**config.mk**
```make
export PLATFORM = sky130hd
export DESIGN_NAME = muldiv_seq_flat
export DESIGN_NICKNAME = d
export VERILOG_FILES = /design/src/rtl/muldiv_seq_if.sv /design/src/rtl/muldiv_seq.sv /design/src/flat_wrapper.sv
export SDC_FILE = /design/constraint.sdc
export NUM_CORES = 1
export LEC_CHECK = 0
export CAP_MARGIN = 5
export CELL_PAD_IN_SITES_DETAIL_PLACEMENT = 0
export CELL_PAD_IN_SITES_GLOBAL_PLACEMENT = 1
export CORE_ASPECT_RATIO = 1.1
export CORE_MARGIN = 2
export CORE_UTILIZATION = 38
export DETAILED_ROUTE_END_ITERATION = 12
export PLACE_DENSITY_LB_ADDON = 0.1
export SYNTH_ARGS = -nofsm -noshare
export SYNTH_HDL_FRONTEND = slang
export SYNTH_SLANG_ARGS = --single-unit
```
**constraint.sdc**
```tcl
create_clock -name clk -period 9.2 [get_ports clk]
set_input_delay 1.84 -clock clk [delete_from_list [all_inputs] [get_ports clk]]
set_output_delay 1.84 -clock clk [all_outputs]
set_load 0.01 [all_outputs]
```
**src/rtl/muldiv_seq_if.sv**
```systemverilog
// Bundle between the pipeline/ALU side and the MULTU/DIVU sequencer.
interface muldiv_seq_if #(
  parameter int DATA_W = 32
);
  logic              start;
  logic              op;
  logic [DATA_W-1:0] src_a;
  logic [DATA_W-1:0] src_b;
  logic              flush;
  logic              hi_wr_en;
  logic              lo_wr_en;
  logic [DATA_W-1:0] wr_data;
  logic              alu_sel;
  logic [DATA_W-1:0] alu_op_1;
  logic [DATA_W-1:0] alu_op_2;
  logic [3:0]        alu_ctrl;
  logic [DATA_W-1:0] alu_result;
  logic              alu_carry;
  logic              busy;
  logic              done;
  logic [DATA_W-1:0] hi;
  logic [DATA_W-1:0] lo;

  // Pipeline and shared ALU side.
  modport master (
    output start, op, src_a, src_b, flush, hi_wr_en, lo_wr_en, wr_data,
    output alu_result, alu_carry,
    input  alu_sel, alu_op_1, alu_op_2, alu_ctrl, busy, done, hi, lo
  );

  // Sequencer side.
  modport slave (
    input  start, op, src_a, src_b, flush, hi_wr_en, lo_wr_en, wr_data,
    input  alu_result, alu_carry,
    output alu_sel, alu_op_1, alu_op_2, alu_ctrl, busy, done, hi, lo
  );
endinterface

```
**src/rtl/muldiv_seq.sv**
```systemverilog
// Iterative unsigned MULTU/DIVU sequencer borrowing the EX-stage ALU.
// state | meaning
// IDLE  | ALU free, MTHI/MTLO accepted, waiting for start
// RUN   | owns ALU, one shift-add / restoring-subtract step per cycle
// DONE  | result committed to HI/LO, done pulse
module muldiv_seq #(
  parameter int          DATA_W  = 32,
  parameter logic [3:0]  ALU_ADD = 4'b0010,
  parameter logic [3:0]  ALU_SUB = 4'b0110
) (
  input  logic           clk,
  input  logic           rst,
  muldiv_seq_if.slave    bus
);

  typedef enum logic [1:0] {IDLE, RUN, DONE} state_t;

  state_t            state_q, state_d;
  logic [DATA_W-1:0] acc_hi, acc_lo, m;
  logic [DATA_W-1:0] acc_hi_nxt, acc_lo_nxt;
  logic [DATA_W-1:0] hi_q, lo_q;
  logic [DATA_W-1:0] sh;
  logic [4:0]        cnt;
  logic              op_q;
  logic              q;
  logic              last_iter;

  assign last_iter = (cnt == 5'd31);
  assign bus.busy  = (state_q == RUN) || (state_q == DONE);
  assign bus.done  = (state_q == DONE);
  assign bus.hi    = hi_q;
  assign bus.lo    = lo_q;

  // State register.
  always_ff @(posedge clk or posedge rst) begin
    if (rst) state_q <= IDLE;
    else     state_q <= state_d;
  end

  // Next-state logic; flush overrides everything, including a start.
  always_comb begin
    state_d = state_q;
    case (state_q)
      IDLE:    if (bus.start) state_d = RUN;
      RUN:     if (last_iter) state_d = DONE;
      DONE:    state_d = IDLE;
      default: state_d = IDLE;
    endcase
    if (bus.flush) state_d = IDLE;
  end

  // ALU mux drive and the per-iteration accumulator update.
  always_comb begin
    bus.alu_sel  = 1'b0;
    bus.alu_ctrl = 4'b0000;
    bus.alu_op_1 = '0;
    bus.alu_op_2 = '0;
    acc_hi_nxt   = acc_hi;
    acc_lo_nxt   = acc_lo;
    sh           = {acc_hi[DATA_W-2:0], acc_lo[DATA_W-1]};
    // A set top bit means the shifted remainder exceeds 32 bits, so the
    // subtract always fits even though the ALU reports a borrow.
    q            = acc_hi[DATA_W-1] | ~bus.alu_carry;
    if (state_q == RUN) begin
      bus.alu_sel = 1'b1;
      if (op_q) begin
        bus.alu_ctrl = ALU_SUB;
        bus.alu_op_1 = sh;
        bus.alu_op_2 = m;
        acc_hi_nxt   = q ? bus.alu_result : sh;
        acc_lo_nxt   = {acc_lo[DATA_W-2:0], q};
      end else begin
        bus.alu_ctrl = ALU_ADD;
        bus.alu_op_1 = acc_hi;
        bus.alu_op_2 = acc_lo[0] ? m : '0;
        acc_hi_nxt   = {bus.alu_carry, bus.alu_result[DATA_W-1:1]};
        acc_lo_nxt   = {bus.alu_result[0], acc_lo[DATA_W-1:1]};
      end
    end
  end

  // Operand capture, iteration, commit, and MTHI/MTLO writes.
  always_ff @(posedge clk or posedge rst) begin
    if (rst) begin
      acc_hi <= '0;
      acc_lo <= '0;
      m      <= '0;
      cnt    <= '0;
      op_q   <= 1'b0;
      hi_q   <= '0;
      lo_q   <= '0;
    end else begin
      case (state_q)
        IDLE: begin
          if (bus.hi_wr_en) hi_q <= bus.wr_data;
          if (bus.lo_wr_en) lo_q <= bus.wr_data;
          if (bus.start && !bus.flush) begin
            acc_hi <= '0;
            acc_lo <= bus.src_a;
            m      <= bus.src_b;
            cnt    <= '0;
            op_q   <= bus.op;
          end
        end
        RUN: begin
          acc_hi <= acc_hi_nxt;
          acc_lo <= acc_lo_nxt;
          cnt    <= cnt + 5'd1;
          if (last_iter && !bus.flush) begin
            hi_q <= acc_hi_nxt;
            lo_q <= acc_lo_nxt;
          end
        end
        default: ;
      endcase
    end
  end

endmodule
```
**src/flat_wrapper.sv**
```systemverilog
// flat-port wrapper written by rule: the top's interface ports become plain ports
module muldiv_seq_flat 
#(
  parameter int          DATA_W  = 32,
  parameter logic [3:0]  ALU_ADD = 4'b0010,
  parameter logic [3:0]  ALU_SUB = 4'b0110
)
  (clk, rst, bus_start, bus_op, bus_src_a, bus_src_b, bus_flush, bus_hi_wr_en, bus_lo_wr_en, bus_wr_data, bus_alu_result, bus_alu_carry, bus_alu_sel, bus_alu_op_1, bus_alu_op_2, bus_alu_ctrl, bus_busy, bus_done, bus_hi, bus_lo);
  muldiv_seq_if #(.DATA_W(DATA_W)) bus_i ();
  input  logic clk;
  input  logic rst;
  input wire logic [$bits(bus_i.start)-1:0] bus_start;
  input wire logic [$bits(bus_i.op)-1:0] bus_op;
  input wire logic [$bits(bus_i.src_a)-1:0] bus_src_a;
  input wire logic [$bits(bus_i.src_b)-1:0] bus_src_b;
  input wire logic [$bits(bus_i.flush)-1:0] bus_flush;
  input wire logic [$bits(bus_i.hi_wr_en)-1:0] bus_hi_wr_en;
  input wire logic [$bits(bus_i.lo_wr_en)-1:0] bus_lo_wr_en;
  input wire logic [$bits(bus_i.wr_data)-1:0] bus_wr_data;
  input wire logic [$bits(bus_i.alu_result)-1:0] bus_alu_result;
  input wire logic [$bits(bus_i.alu_carry)-1:0] bus_alu_carry;
  output wire logic [$bits(bus_i.alu_sel)-1:0] bus_alu_sel;
  output wire logic [$bits(bus_i.alu_op_1)-1:0] bus_alu_op_1;
  output wire logic [$bits(bus_i.alu_op_2)-1:0] bus_alu_op_2;
  output wire logic [$bits(bus_i.alu_ctrl)-1:0] bus_alu_ctrl;
  output wire logic [$bits(bus_i.busy)-1:0] bus_busy;
  output wire logic [$bits(bus_i.done)-1:0] bus_done;
  output wire logic [$bits(bus_i.hi)-1:0] bus_hi;
  output wire logic [$bits(bus_i.lo)-1:0] bus_lo;
  assign bus_i.start = bus_start;
  assign bus_i.op = bus_op;
  assign bus_i.src_a = bus_src_a;
  assign bus_i.src_b = bus_src_b;
  assign bus_i.flush = bus_flush;
  assign bus_i.hi_wr_en = bus_hi_wr_en;
  assign bus_i.lo_wr_en = bus_lo_wr_en;
  assign bus_i.wr_data = bus_wr_data;
  assign bus_i.alu_result = bus_alu_result;
  assign bus_i.alu_carry = bus_alu_carry;
  assign bus_alu_sel = bus_i.alu_sel;
  assign bus_alu_op_1 = bus_i.alu_op_1;
  assign bus_alu_op_2 = bus_i.alu_op_2;
  assign bus_alu_ctrl = bus_i.alu_ctrl;
  assign bus_busy = bus_i.busy;
  assign bus_done = bus_i.done;
  assign bus_hi = bus_i.hi;
  assign bus_lo = bus_i.lo;
  muldiv_seq #(.DATA_W(DATA_W), .ALU_ADD(ALU_ADD), .ALU_SUB(ALU_SUB)) u_core (.clk(clk), .rst(rst), .bus(bus_i));
endmodule
```
Yosys cells after proc, flatten, opt, wreduce, memory -nomap -nowiden
Index checks and enable logic that the tools add are counted.
{"block": "totals", "out_inout_bits": 135, "in_bits": 136, "register_bits": 168, "elab_cells": 58}
{"block": "op_classes", "n_eq_ne": 9, "bitwise": 2, "reduce_logical": 11, "n_addsub": 1, "mux": 27}
{"cell": "32-bit two-way mux", "count": 14}
{"cell": "32-bit case mux with 2 select lines", "count": 4}
{"cell": "5-bit case mux with 2 select lines", "count": 1}
{"cell": "2-bit two-way mux", "count": 3}
{"cell": "2-bit != test (second input constant)", "count": 3}
{"cell": "2-bit AND reduction", "count": 3}
{"cell": "3-bit AND reduction", "count": 2}
{"cell": "5-bit by 1-bit adder with 5-bit output (second input constant)", "count": 1}
{"cell": "5-bit == test (second input constant)", "count": 1}
{"cell": "5-bit two-way mux", "count": 1}
{"cell": "4-bit two-way mux", "count": 1}
{"cell": "2-bit case mux with 2 select lines", "count": 1}
{"cell": "3-bit two-way mux", "count": 1}
{"cell": "3-bit by 2-bit != test with 1-bit output (second input constant)", "count": 1}
{"cell": "3-bit != test (second input constant)", "count": 1}
{"cell": "2-bit by 1-bit == test with 1-bit output (second input constant)", "count": 1}
{"cell": "2-bit == test (second input constant)", "count": 1}
{"cell": "1-bit logical AND", "count": 2}
{"cell": "2-bit zero test", "count": 1}
{"cell": "2-bit by 1-bit != test with 1-bit output (second input constant)", "count": 1}
{"cell": "2-bit nonzero test", "count": 1}
{"cell": "1-bit zero test", "count": 1}
{"cell": "1-bit logical OR", "count": 1}
{"cell": "1-bit two-way mux", "count": 1}
{"cell": "other kinds (2)", "count": 2}

Longest topological paths before layout
{"block": "logic_depth", "ltp_word": 6, "ltp_mapped": 9, "mapped_depth_nobuf": 7}

Worst setup path before layout
OpenSTA, ideal clock, no wires.
{"block": "synth_timing", "path_type": "register -> output", "start": "reg u_core.state_q[1]", "end": "out bus_alu_ctrl[2]", "path_stages_with_launch": 6, "slack_ns": 5.851, "arrival_time_ns": 1.509, "t_required_ns": 7.360, "path_buffers": 2, "path_cell_list": "dfrtp_1 -> inv_1 -> ha_1 -> buf_2 -> clkbuf_1 -> and2_1"}
{"block": "synth_via", "elab_chain_len": 2}
{"element": "start: declaration", "line_no": "muldiv_seq.sv:18", "text": "state_t state_q, state_d;"}
{"element": "start signal: assignment", "line_no": "muldiv_seq.sv:37", "text": "else state_q <= state_d;"}
{"element": "2-bit by 1-bit == test with 1-bit output", "line_no": "muldiv_seq.sv:64", "text": "if (state_q == RUN) begin"}
{"element": "4-bit two-way mux", "line_no": "muldiv_seq.sv:64"}
{"element": "end: declaration", "line_no": "flat_wrapper.sv:25", "text": "output wire logic [$bits(bus_i.alu_ctrl)-1:0] bus_alu_ctrl;"}
Every way passes these cells.

Final worst setup path
{"block": "layout_timing", "start": "reg u_core.state_q[1]", "end": "out bus_alu_op_2[17]"}
{"block": "layout_via", "elab_chain_len": 2}
{"element": "2-bit by 1-bit == test with 1-bit output", "line_no": "muldiv_seq.sv:64"}
{"element": "32-bit two-way mux", "line_no": "muldiv_seq.sv:64"}
{"element": "end: declaration", "line_no": "flat_wrapper.sv:24", "text": "output wire logic [$bits(bus_i.alu_op_2)-1:0] bus_alu_op_2;"}
Every way passes these cells.

==> parameters.txt <==
Parameter                              Value

Run status
  Run status    complete, no violations

Placement
  Placed cell areas    0.0112 sq mm
  Final weighted congestion in routability-driven placement    0.822
  Port-buffer cells    268
  Post-placement setup slack    3910 ps
  HPWL reported at the end of detailed placement    17.7 mm

Worst setup path
  Startpoint of the lowest-slack register-to-register path    u_core.op_q$_DFFE_PP0P_
  Endpoint of the worst register-to-register path    u_core.bus.hi[19]$_DFFE_PP0P_
  Critical Path AT    3880 ps
  Critical Path Sink Type    output port
  Register-to-Register Setup Slack    5670 ps
  Cells on worst reg2reg path    4
  Worst setup SP type    register
  Endpoint required time on the critical path    7360 ps
  Crit Path Class    reg2out
  Largest driver fanout on the critical path    80

Pwr
  IR Drop Worst-Case VDD    150 uV
  Areal power density over the cells    250 mW/mm^2
  Leakage power    4.81 nW

Global route
  Number of antenna violations at the first check in global routing    1
  Total track usage    21.5%
  First-pass GRT wire length    39.8 mm
  Via count of the first global-routing pass    6900
  Global-route congestion overflow total    0
  Largest net degree at the start of global routing    98

Die
  Core box area    0.0219 sq mm
  Number of rows in the core area    57
  Overall die height    160 microns
  Overall die area    0.0234 sq mm
  Number of placed I/O pins    271
  Floorplan die width    146 microns
  Starting density of the core    38.5%

Finish
  Share of cells above drive strength 1    13.5%
  Number of nets in the finished design    1203
  Design Area, Final    0.0118 sq mm
  Final core utilization    53.8%
  Fill cell instance count of the final layout    2075
  Combined area of the multi-input logic cells    0.00385 sq mm
  FF+latch area    0.00421 sq mm
  Area growth, synth to finish    39.7%

Clock tree
  Resize count post-CTS    0
  Clock latency on the worst-skew pair    430 ps
  Maximum count of clock buffers along a single path    2
  Root Driver    clkbuf_16
  Clk sink count    168
  Post-CTS setup buffer count    0
  Clk slew on worst S/H paths    60 ps
  Number of H-tree levels    4
  CTS tree    done
  Number of buffers created by CTS    17
  Hold bufs inserted after CTS    0

Timing
  Slew at the pin closest to its max-slew limit    1000 ps
  Final-layout worst hold slack    496 ps
  Maximum clock rate    175 MHz
  Final setup violating endpoints    0
  Number of failing hold endpoints at the final stage    0
  Relative slew slack    33.0%
  Portion of the clock cycle consumed by the worst path in the final layout    62.2%
  Worst path setup slack after routing    3480 ps
  Max-slew violation count    0
  Worst Skew    10.1 ps
  Min Tclk post-route    5720 ps
  Setup repair after global routing missed its margin    false
  TNS Setup    0 ps

Synthesis
  Cell with the most instances after synthesis    dfrtp_1
  Number of enable flip-flop cells after synthesis    0
  Synth area leaders    dfrtp_1 (50%), mux2_2 (8.7%), nor2_1 (6.0%)
  Netlist area before placement    0.00843 sq mm
  Fraction of synthesized cell area taken by the top area cell type    49.9%
  Most instantiated flip-flop cell in the synthesis netlist    dfrtp_1
  Number of flip-flops and latches in the synthesized netlist    168
  Post-synth ARST share    100%
  Share of the yosys chip area belonging to registers    49.9%
  Average size of a mapped cell    10.1 sq um
  Ranking of synthesized cells by instance count    dfrtp_1 (168), nor2_1 (134), nand2_1 (103)
  Number of warnings reported in the yosys synthesis log    0
  Synth Instances    835
  Count of distinct cell types in the synthesized netlist    31
  Cell taking the most area after synthesis    dfrtp_1

Run
  Max Cap Violations    0

Min path
  Count of cells along the worst hold path    2
  Hold Startpoint    u_core.cnt[4]$_DFFE_PP0P_
  Tightest Hold Check Type    reg2reg
  Hold Path Sink    u_core.cnt[4]$_DFFE_PP0P_

Drt
  Via-per-instance ratio    5.22
  Aggregate routed wire length    25.1 mm
  DRC marker count from the first detailed-route iteration    370
  DR DRC count    0
  Vias    7158
  Remaining number of nets flagged by the antenna check after routing    0
  WL/cell    18.4 microns
  Pre-antenna DRT Iters    5
## layer usage
metal,routed length (microns),share of wire (%),GRT usage [%]
met2,11500,46,33.4
met4,319,1.3,6.31
met3,1510,6.0,4.23
met1,11800,47,30.7
met5,0,0,0
## worst max path at each step
stage	from	to	depth (start not counted)
after floorplan	rst	u_core.acc_hi[0]$_DFFE_PP0P_	1
after global placement	u_core.state_q[1]$_DFFE_PP0P_	bus_alu_op_2[26]	8
after detailed placement	u_core.state_q[1]$_DFFE_PP0P_	bus_alu_op_2[17]	8
after CTS	u_core.state_q[1]$_DFFE_PP0P_	bus_alu_op_2[17]	8
after global routing	u_core.state_q[1]$_DFFE_PP0P_	bus_alu_op_2[0]	8
final	u_core.state_q[1]$_DFFE_PP0P_	bus_alu_op_2[17]	8
## metrics by stage
step / std cells / power (mW)
floorplan: 836 / 1.75
global placement: 1337 / 2.26
detailed placement: 1337 / 2.27
CTS: 1369 / 2.98
global route: 1370 / 3.13
finish: 1370 / 2.95
## power breakdown
part | leakage [nW] | switching (mW) | total, mW | internal [mW]
Sequential | 2.03 | 0.182 | 1.16 | 0.979
Clock | 0.278 | 0.319 | 0.700 | 0.381
Combinational | 2.50 | 0.501 | 1.09 | 0.587
Total | 4.81 | 1.00 | 2.95 | 1.95
## final cells by class
type	instances	area share, %
timing repair buffer	277	23.4
multi-input combinational	593	32.7
clock buffer	18	3.65
inverter	4	0.170
sequential	168	35.7
tap	295	3.13
clock inverter	14	1.20
antenna	1	0.0213
## logic make-up (layout without fill, tap and decap cells)
group	Yosys count	in the layout	share of synthesized area (%)
adders and majority gates	6	6	0.891
xor gates and xnor gates	1	1	0.104
DFF	168	168	49.9
AOI/OAI and AO/OA	203	203	17.6
other	1	3	0.0445
buffers and inverters	75	313	4.62
muxes	99	99	12.7
and+or+nand+nor	282	282	14.1
## cell usage in the layout (no fill, tap or decap), types with 9 or more instances in the layout
cell             Yosys  final
dfrtp_1            168    167
mux2_2              65     65
a221o_1             32     32
nand2_1            103    103
nor2_1             134    133
mux2i_1             34     34
clkdlybuf4s50_1      0    268
and2_1              34     33
clkbuf_16            0     17
o221a_2             31     31
buf_4                4      9
o21ai_0             54     54
o21ai_1             11     11
a31oi_1             65     65
## state kept, by name (all words and copies together) (netlist names)
signal,cells
u_core.state_q,2
u_core.op_q,1
u_core.bus.lo,32
u_core.acc_hi,32
u_core.bus.hi,32
u_core.m,32
u_core.cnt,5
u_core.acc_lo,32
## critical path: stages, from the launching register on
cell and delay [ps]:
dfrtp_1 400, inv_1 130, ha_4 770, inv_2 450, buf_4 420, nor2_1 200
buf_4 280, and2_1 180, clkdlybuf4s50_1 540
(Power assumes the default switching activity.)
